--- src/rtl/wallace_acc_pkg.sv ---
// Shared types and constants for the Wallace-tree product accumulator.
package wallace_acc_pkg;

    typedef enum logic [1:0] {
        IDLE  = 2'd0,
        ACCUM = 2'd1,
        DRAIN = 2'd2,
        DONE  = 2'd3
    } state_t;

    // 8x8 multiplier tree yields a 16-bit product
    localparam int PROD_W_DEF  = 16;
    localparam int N_TERMS_DEF = 8;
    // PROD_W + clog2(N_TERMS): wide enough that a full frame never wraps
    localparam int ACC_W_DEF   = 19;

    // Counter must be able to hold the value N_TERMS itself
    function automatic int cnt_width(input int n_terms);
        return (n_terms < 1) ? 1 : $clog2(n_terms + 1);
    endfunction

endpackage

--- src/rtl/acc_adder_reg.sv ---
// Registered accumulator adder: acc <= acc + addend when enabled, with the
// carry out of the top bit exposed combinationally for overflow tracking.
module acc_adder_reg #(
    parameter int ACC_W = 19
) (
    input  logic             clk,
    input  logic             rst_n,
    input  logic             clr,
    input  logic             en,
    input  logic [ACC_W-1:0] addend,
    output logic [ACC_W-1:0] acc,
    output logic             carry_out
);

    logic [ACC_W:0] sum;

    // One-bit-wider sum so the carry out of the accumulator is visible
    always_comb begin
        sum       = {1'b0, acc} + {1'b0, addend};
        carry_out = sum[ACC_W];
    end

    // Accumulator register; clear wins over enable, sum wraps modulo 2^ACC_W
    always_ff @(posedge clk or negedge rst_n) begin
        if (!rst_n) begin
            acc <= '0;
        end else if (clr) begin
            acc <= '0;
        end else if (en) begin
            acc <= sum[ACC_W-1:0];
        end
    end

endmodule

--- src/rtl/wallace_product_accumulator.sv ---
// Accumulates N_TERMS products from the approximate Wallace-tree multiplier
// into a wide sum. One registered product stage sits ahead of the adder, and
// the finished sum is presented on a valid/ready handshake.
//
// state | meaning
// IDLE  | waiting for start
// ACCUM | accepting products, up to N_TERMS
// DRAIN | all products accepted, final addition in flight
// DONE  | sum valid on acc_out, waiting for out_ready
module wallace_product_accumulator
    import wallace_acc_pkg::*;
#(
    parameter int N_TERMS = N_TERMS_DEF,
    parameter int PROD_W  = PROD_W_DEF,
    parameter int ACC_W   = ACC_W_DEF,
    parameter int CNT_W   = cnt_width(N_TERMS)
) (
    input  logic              clk,
    input  logic              rst_n,
    input  logic              start,
    input  logic              clear,
    input  logic [PROD_W-1:0] prod_in,
    input  logic              in_valid,
    output logic              in_ready,
    output logic [ACC_W-1:0]  acc_out,
    output logic              out_valid,
    input  logic              out_ready,
    output logic              overflow,
    output logic              busy
);

    // Count value at which the current accept/add is the frame's last one
    localparam logic [CNT_W-1:0] LAST_CNT = CNT_W'(N_TERMS - 1);

    state_t            state;
    logic [PROD_W-1:0] p_reg;
    logic              p_vld;
    logic [CNT_W-1:0]  accept_cnt;
    logic [CNT_W-1:0]  add_cnt;

    logic              accept;
    logic              start_frame;
    logic              clr_acc;
    logic [ACC_W-1:0]  addend;
    logic              add_carry;

    // Handshake qualifiers; a start is honoured in IDLE, or in DONE together
    // with the output handshake so frames can run back-to-back
    always_comb begin
        accept      = in_valid & in_ready;
        start_frame = start & ((state == IDLE) |
                               ((state == DONE) & out_valid & out_ready));
        clr_acc     = clear | start_frame;
        addend      = ACC_W'(p_reg);
    end

    acc_adder_reg #(
        .ACC_W (ACC_W)
    ) u_adder (
        .clk       (clk),
        .rst_n     (rst_n),
        .clr       (clr_acc),
        .en        (p_vld),
        .addend    (addend),
        .acc       (acc_out),
        .carry_out (add_carry)
    );

    // Frame sequencing, product register, counters and registered outputs
    always_ff @(posedge clk or negedge rst_n) begin
        if (!rst_n) begin
            state      <= IDLE;
            p_reg      <= '0;
            p_vld      <= 1'b0;
            accept_cnt <= '0;
            add_cnt    <= '0;
            in_ready   <= 1'b0;
            out_valid  <= 1'b0;
            overflow   <= 1'b0;
            busy       <= 1'b0;
        end else if (clear) begin
            // Abort: any product still in p_reg is dropped
            state      <= IDLE;
            p_vld      <= 1'b0;
            accept_cnt <= '0;
            add_cnt    <= '0;
            in_ready   <= 1'b0;
            out_valid  <= 1'b0;
            overflow   <= 1'b0;
            busy       <= 1'b0;
        end else begin
            p_vld <= 1'b0;
            if (p_vld) begin
                add_cnt <= add_cnt + 1'b1;
                if (add_carry) begin
                    overflow <= 1'b1;
                end
            end

            case (state)
                IDLE: begin
                    if (start) begin
                        state      <= ACCUM;
                        accept_cnt <= '0;
                        add_cnt    <= '0;
                        overflow   <= 1'b0;
                        in_ready   <= 1'b1;
                        busy       <= 1'b1;
                    end
                end

                ACCUM: begin
                    if (accept) begin
                        p_reg      <= prod_in;
                        p_vld      <= 1'b1;
                        accept_cnt <= accept_cnt + 1'b1;
                        if (accept_cnt == LAST_CNT) begin
                            in_ready <= 1'b0;
                            state    <= DRAIN;
                        end
                    end
                end

                DRAIN: begin
                    // Last product is added on this edge; sum is final after it
                    if (p_vld && (add_cnt == LAST_CNT)) begin
                        state     <= DONE;
                        out_valid <= 1'b1;
                    end
                end

                DONE: begin
                    if (out_ready) begin
                        out_valid <= 1'b0;
                        if (start) begin
                            state      <= ACCUM;
                            accept_cnt <= '0;
                            add_cnt    <= '0;
                            overflow   <= 1'b0;
                            in_ready   <= 1'b1;
                        end else begin
                            state <= IDLE;
                            busy  <= 1'b0;
                        end
                    end
                end

                default: begin
                    state <= IDLE;
                end
            endcase
        end
    end

endmodule

--- config.mk ---
export PLATFORM = sky130hd
export DESIGN_NAME = wallace_product_accumulator
export DESIGN_NICKNAME = d
export VERILOG_FILES = /design/src/rtl/wallace_acc_pkg.sv /design/src/rtl/acc_adder_reg.sv /design/src/rtl/wallace_product_accumulator.sv
export SDC_FILE = /design/constraint.sdc
export NUM_CORES = 1
export LEC_CHECK = 0
export ABC_AREA = 1
export CORE_ASPECT_RATIO = 0.5
export CORE_UTILIZATION = 25
export CTS_BUF_LIST = sky130_fd_sc_hd__clkbuf_4 sky130_fd_sc_hd__clkbuf_8
export CTS_CLUSTER_SIZE = 16
export DETAILED_ROUTE_END_ITERATION = 8
export PLACE_DENSITY = 0.47
export SETUP_SLACK_MARGIN = 0.4
export SKIP_LAST_GASP = 1
export SYNTH_ARGS = -nofsm -noshare
export SYNTH_HDL_FRONTEND = slang
export SYNTH_SLANG_ARGS = --single-unit
--- constraint.sdc ---
create_clock -name clk -period 1.87 [get_ports clk]
set_clock_uncertainty 0.15 [all_clocks]
set_input_delay 0.187 -clock clk [delete_from_list [all_inputs] [get_ports clk]]
set_output_delay 0.187 -clock clk [all_outputs]
set_load 0.01 [all_outputs]
---- After elaboration in Yosys (flattened, before gate mapping) ----
Index checks and enable logic that the tools add are counted.
cells by class
  add/subtract/negate cells ............... 3
  multiply operators ...................... 0
  divide/modulo/power cells ............... 0
  magnitude comparators ................... 0
  equality and inequality tests ........... 11
  shifts and indexed selects .............. 0
  multiplexer cells ....................... 44
  bitwise gates (word level) .............. 7
  reduce and logical (&&, ||, !) cells .... 12
operators with widths
  cell                                                             count
  19-bit two-way mux                                               2
  4-bit two-way mux                                                8
  1-bit two-way mux                                                21
  19-bit by 16-bit adder with 20-bit output                        1
  3-bit inequality test, second input constant                     6
  2-bit two-way mux                                                6
  4-bit case mux with 3 select lines                               1
  3-bit AND reduction                                              3
  4-bit by 1-bit adder with 4-bit output, second input constant    2
  4-bit by 3-bit == test with 1-bit output, second input constant  2
  2-bit case mux with 4 select lines                               1
  4-bit case mux with 2 select lines                               1
  4-bit AND reduction                                              2
  1-bit case mux with 2 select lines                               3
  3-bit nonzero test                                               2
  5-bit AND reduction                                              1
  1-bit AND                                                        4
  2-bit == test, second input constant                             2
  4-bit nonzero test                                               1
  1-bit case mux with 3 select lines                               1
  2-bit by 1-bit == test with 1-bit output, second input constant  1
  2-bit logical NOT                                                1
  1-bit OR                                                         2
  2-bit nonzero test                                               1
  2 further kinds                                                  2
word-level totals
  register bits ........................... 50
  bits in latches ......................... 0
  memory bits (writable) .................. 0
  memory bits (read-only) ................. 0
  bits of input ports ..................... 22
  output and inout bits ................... 23
  word-level logic and storage cells ...... 87
  memories ................................ 0

---- Logic depth before layout (Yosys ltp) ----
  depth in word-level cells ............... 7
  mapped depth ............................ 13
  gate-level depth less buffers ........... 13

---- Modules after synthesis ----
From an unflattened synthesis, not the netlist that was laid out.
unflattened totals
  cells, all modules ...................... 465
  area, all modules ....................... 3428.3 um^2
by module, submodules not included
  module                       instances  cells each  area an instance (um^2)  seq. area each (um^2)
  acc_adder_reg                1          275         1829.3                   475.5
  wallace_product_accumulator  1          190         1599.0                   775.7

---- Worst setup path before layout ----
No wires, ideal clock.
  kind .................................... reg-to-reg
  from .................................... reg u_adder.acc[0]
  to ...................................... reg u_adder.acc[18]
  setup time .............................. 0.119 ns
  data arrival time ....................... 1.722 ns
  data required time ...................... 1.601 ns
  slack ................................... -0.121 ns
  cell stages (with the launch flop) ...... 11
  path buffers ............................ 0
  period minus slack after synthesis ...... 1.991 ns
  cell sequence ........................... dfrtp_1 -> ha_1 -> fa_1 -> nand2_1 -> nand3_1 -> nand4_1 -> nand2_1 -> nand2_1 -> nand2_1 -> a21oi_1 -> nor2_1
on the way
  cells in the longest elaborated chain, start to end .. 3
RTL lines
  element                                    RTL line             source
  start, declared                            acc_adder_reg.sv:11  output logic [ACC_W-1:0] acc,
  start signal, assigned                     acc_adder_reg.sv:30  acc <= sum[ACC_W-1:0];
  19-bit by 16-bit adder with 20-bit output  acc_adder_reg.sv:19  sum = {1'b0, acc} + {1'b0, addend};
  19-bit two-way mux                         acc_adder_reg.sv:29  end else if (en) begin
  19-bit two-way mux                         acc_adder_reg.sv:27  end else if (clr) begin
No other way between the ends. The select of a mux whose other input is x is not followed.
A chain may end at the register's enable or synchronous reset.

---- Final worst setup path ----
  from .................................... reg u_adder.acc[0]
  to ...................................... reg u_adder.acc[8]
Same word-level chain as after synthesis.

==> flow_summary.ini <==
[timing]
finalCriticalPeriod_ns = 1.96
hold_viol = 0
slew_violations = 0
setup_viol = 9
worst_slew_margin_rel = 0.712
holdWs_ns = 0.181
period_share = 1.05
rsz_0062_raised_after_global_routing = yes
tightestPinTransition_ns = 0.432
worst_slack_ns = -0.0931
tns_ns = -0.477
fmaxAchievable_mhz = 509

[layout]
area_of_the_multi_input_gates_mm2 = 0.00238
final_nets = 574
layout_cell_area_excl_fill_mm2 = 0.00510
final.fill_count = 1249
post-route-util = 0.423
area_delta_synth_final_pct = 62.3
layout-drive-gt1-share = 0.444
n_antenna_cell = 0
sequential_cell_area_mm2 = 0.00127
largest_register_ff_count = 19

[logic_synthesis]
synth-seq-area-share = 0.398
number_of_synthesized_flops_with_an_enable_pin = 0
synth_warnings = 0
postSynthAreaPerCell_um2 = 7.56
netlist_instances = 416
mappedNetlistNets = 462
synth_seq_cells = 50
most_used_dff_post_synth = dfrtp_1
mappedNetlistArea_mm2 = 0.00315
synthDistinctLibCells = 37
ys_async_sr_fraction = 1.00

[clock_network]
latest_clock_arrival_within_the_worst_skew_pair_ns = 0.33
clk_pin_slew_ns = 0.11
cts_made_buffers = 5
clock_sink_count = 50
clock-root-buffer = clkbuf_8
clock_tree.htree_level_count = 2
cts_tree = built
cts_buffer_depth = 2

[grt]
antenna_violations_before_repair = 0
vias_in_the_first_global_route = 3026
globalRouteTotalUtil = 0.148
grt_start_max_net_pins = 35
grt_overflow = 0
global_route_wire_length_before_repair_mm = 14.9

[floorplan]
placeable_core_region_mm2 = 0.0121
starting_density = 0.261
top_level_ports = 45
fp.dieH_um = 81.3
placement_rows = 28
floorplan.die_area_mm2 = 0.0131
fp.dieW_um = 161

[critical_path]
path_class = reg2reg
critPathCaptureType = flip-flop
critPathLaunchType = flip-flop
largest_fanout_on_the_critical_path = 4
critical_path_required_ns = 1.98
data_arrival_time_of_the_critical_path_ns = 2.07

[outcome]
status = finished with violations
failed_checks = setup timing

[detailed_routing]
drt-initial-drc-count = 147
vias_per_cell = 4.47
num_vias = 3099
route.detailed.wl_per_inst_um = 13.1
drt_wl_total_mm = 9.07
firstDrtPassIters = 5
drc = 0
drt.antenna.violating_nets = 0

[power]
power.density_cell_area_mw_per_mm2 = 948
peakVddDrop_mv = 0.392
p_leak_nw = 2.49

[place]
io_buffers = 44
gp_congestion = 0.896
dpl_ws_ns = -0.114
placed_area_mm2 = 0.00424
post-dp-hpwl_mm = 6.13

[min_path]
min_path_type = in2async

[flow_run]
maxcap_viol_count = 0
## power by group
part | switching (mW) | internal [mW] | total [mW] | leakage [nW]
Combinational | 1.32 | 1.23 | 2.55 | 1.79
Clock | 0.400 | 0.299 | 0.699 | 0.0472
Sequential | 0.260 | 1.33 | 1.59 | 0.648
## worst max-delay path, cell delays in order, from the launching register on
cell	delay (ns)
dfrtp_1	0.40
ha_2	0.19
fa_2	0.36
nand2_4	0.09
nand3_4	0.07
nand4_1	0.11
nand2_2	0.11
buf_4	0.16
a21oi_1	0.12
o21ai_1	0.08
nand2_1	0.05
## final cells by class
cell class              instances  share of cell area
clock buffers                   6              0.0162
clock inverters                 2             0.00245
inverters                      40              0.0333
multi-input cells             321               0.467
flip-flops and latches         50               0.249
well taps                     165              0.0405
repair buffers                108               0.189
repair inverters                2             0.00368
## cells in the final DEF (no fill, tap or decap), types with 3 or more instances in the layout
master,count
a21oi_1,16
a21oi_2,11
buf_12,3
buf_2,3
buf_4,45
buf_6,13
clkbuf_2,6
clkbuf_8,6
clkdlybuf4s50_1,20
dfrtp_1,36
dfrtp_2,14
dlygate4sd2_1,13
ha_1,4
ha_4,18
inv_1,29
inv_2,5
inv_4,5
nand2_1,107
nand2_2,34
nand2_4,17
nand3_1,12
nand3_2,9
nand4_1,3
nor2_1,16
nor2_2,7
nor2_4,8
o211ai_1,3
o21ai_0,5
o21ai_1,10
o21ai_2,7
xor2_1,3
## synthesized netlist by cell type, types with 4 or more instances
cell type | count | area share
o21ai_2 | 5 | 0.014
o21ai_0 | 18 | 0.029
nand2_1 | 156 | 0.19
nand3_1 | 21 | 0.033
nor2_1 | 25 | 0.030
dfrtp_1 | 50 | 0.40
a21oi_1 | 28 | 0.045
nor3_1 | 4 | 0.0064
ha_1 | 23 | 0.091
inv_1 | 38 | 0.045
## logic make-up (layout without fill, tap and decap cells)
| group | count (synthesis) | in the layout | share of synthesized area |
|---|---|---|---|
| compound gates | 65 | 65 | 0.123 |
| xor+xnor | 6 | 6 | 0.0167 |
| fa+ha+maj | 24 | 24 | 0.0979 |
| buf+inv | 45 | 158 | 0.0605 |
| flops | 50 | 50 | 0.398 |
| simple gates | 226 | 226 | 0.304 |
## worst paths after layout
check	slack [ns]	startpoint	endpoint	cells past startpoint
max reg2reg	-0.09	u_adder.acc[0]	u_adder.acc[8]	10
min	0.18	rst_n	p_reg[11]	2
min reg2reg	0.35	p_reg[3]	p_reg[3]	2
max	-0.09	u_adder.acc[0]	u_adder.acc[8]	10
max in group asynchronous	0.85	rst_n	u_adder.acc[2]	3
min in group clk	0.26	prod_in[13]	p_reg[13]	3
## layer usage
metal	vias to the layer above	GRT usage	share of wire
met2	28	0.237	0.45
met1	1475	0.205	0.51
li1	1586	-	-
met3	10	0.0281	0.026
met5	-	0	0
met4	0	0.0362	0.011
## metrics by stage
step / instances / power (mW)
2_1_floorplan: 416 / 2.91
3_3_place_gp: 643 / 3.44
3_5_place_dp: 643 / 3.44
4_1_cts: 682 / 4.55
5_1_grt: 694 / 5.19
6_report: 694 / 4.84
## what timing repair did
item,in CTS,in global routing
gates resized for setup,107,77
hold endpoints to repair,16,0
hold buffers,1,0
cloned,4,0
setup buffers,26,12
pin swaps,33,34
endpoints found under the setup margin,73,57
Note: power is estimated with default switching activity, not from simulation.
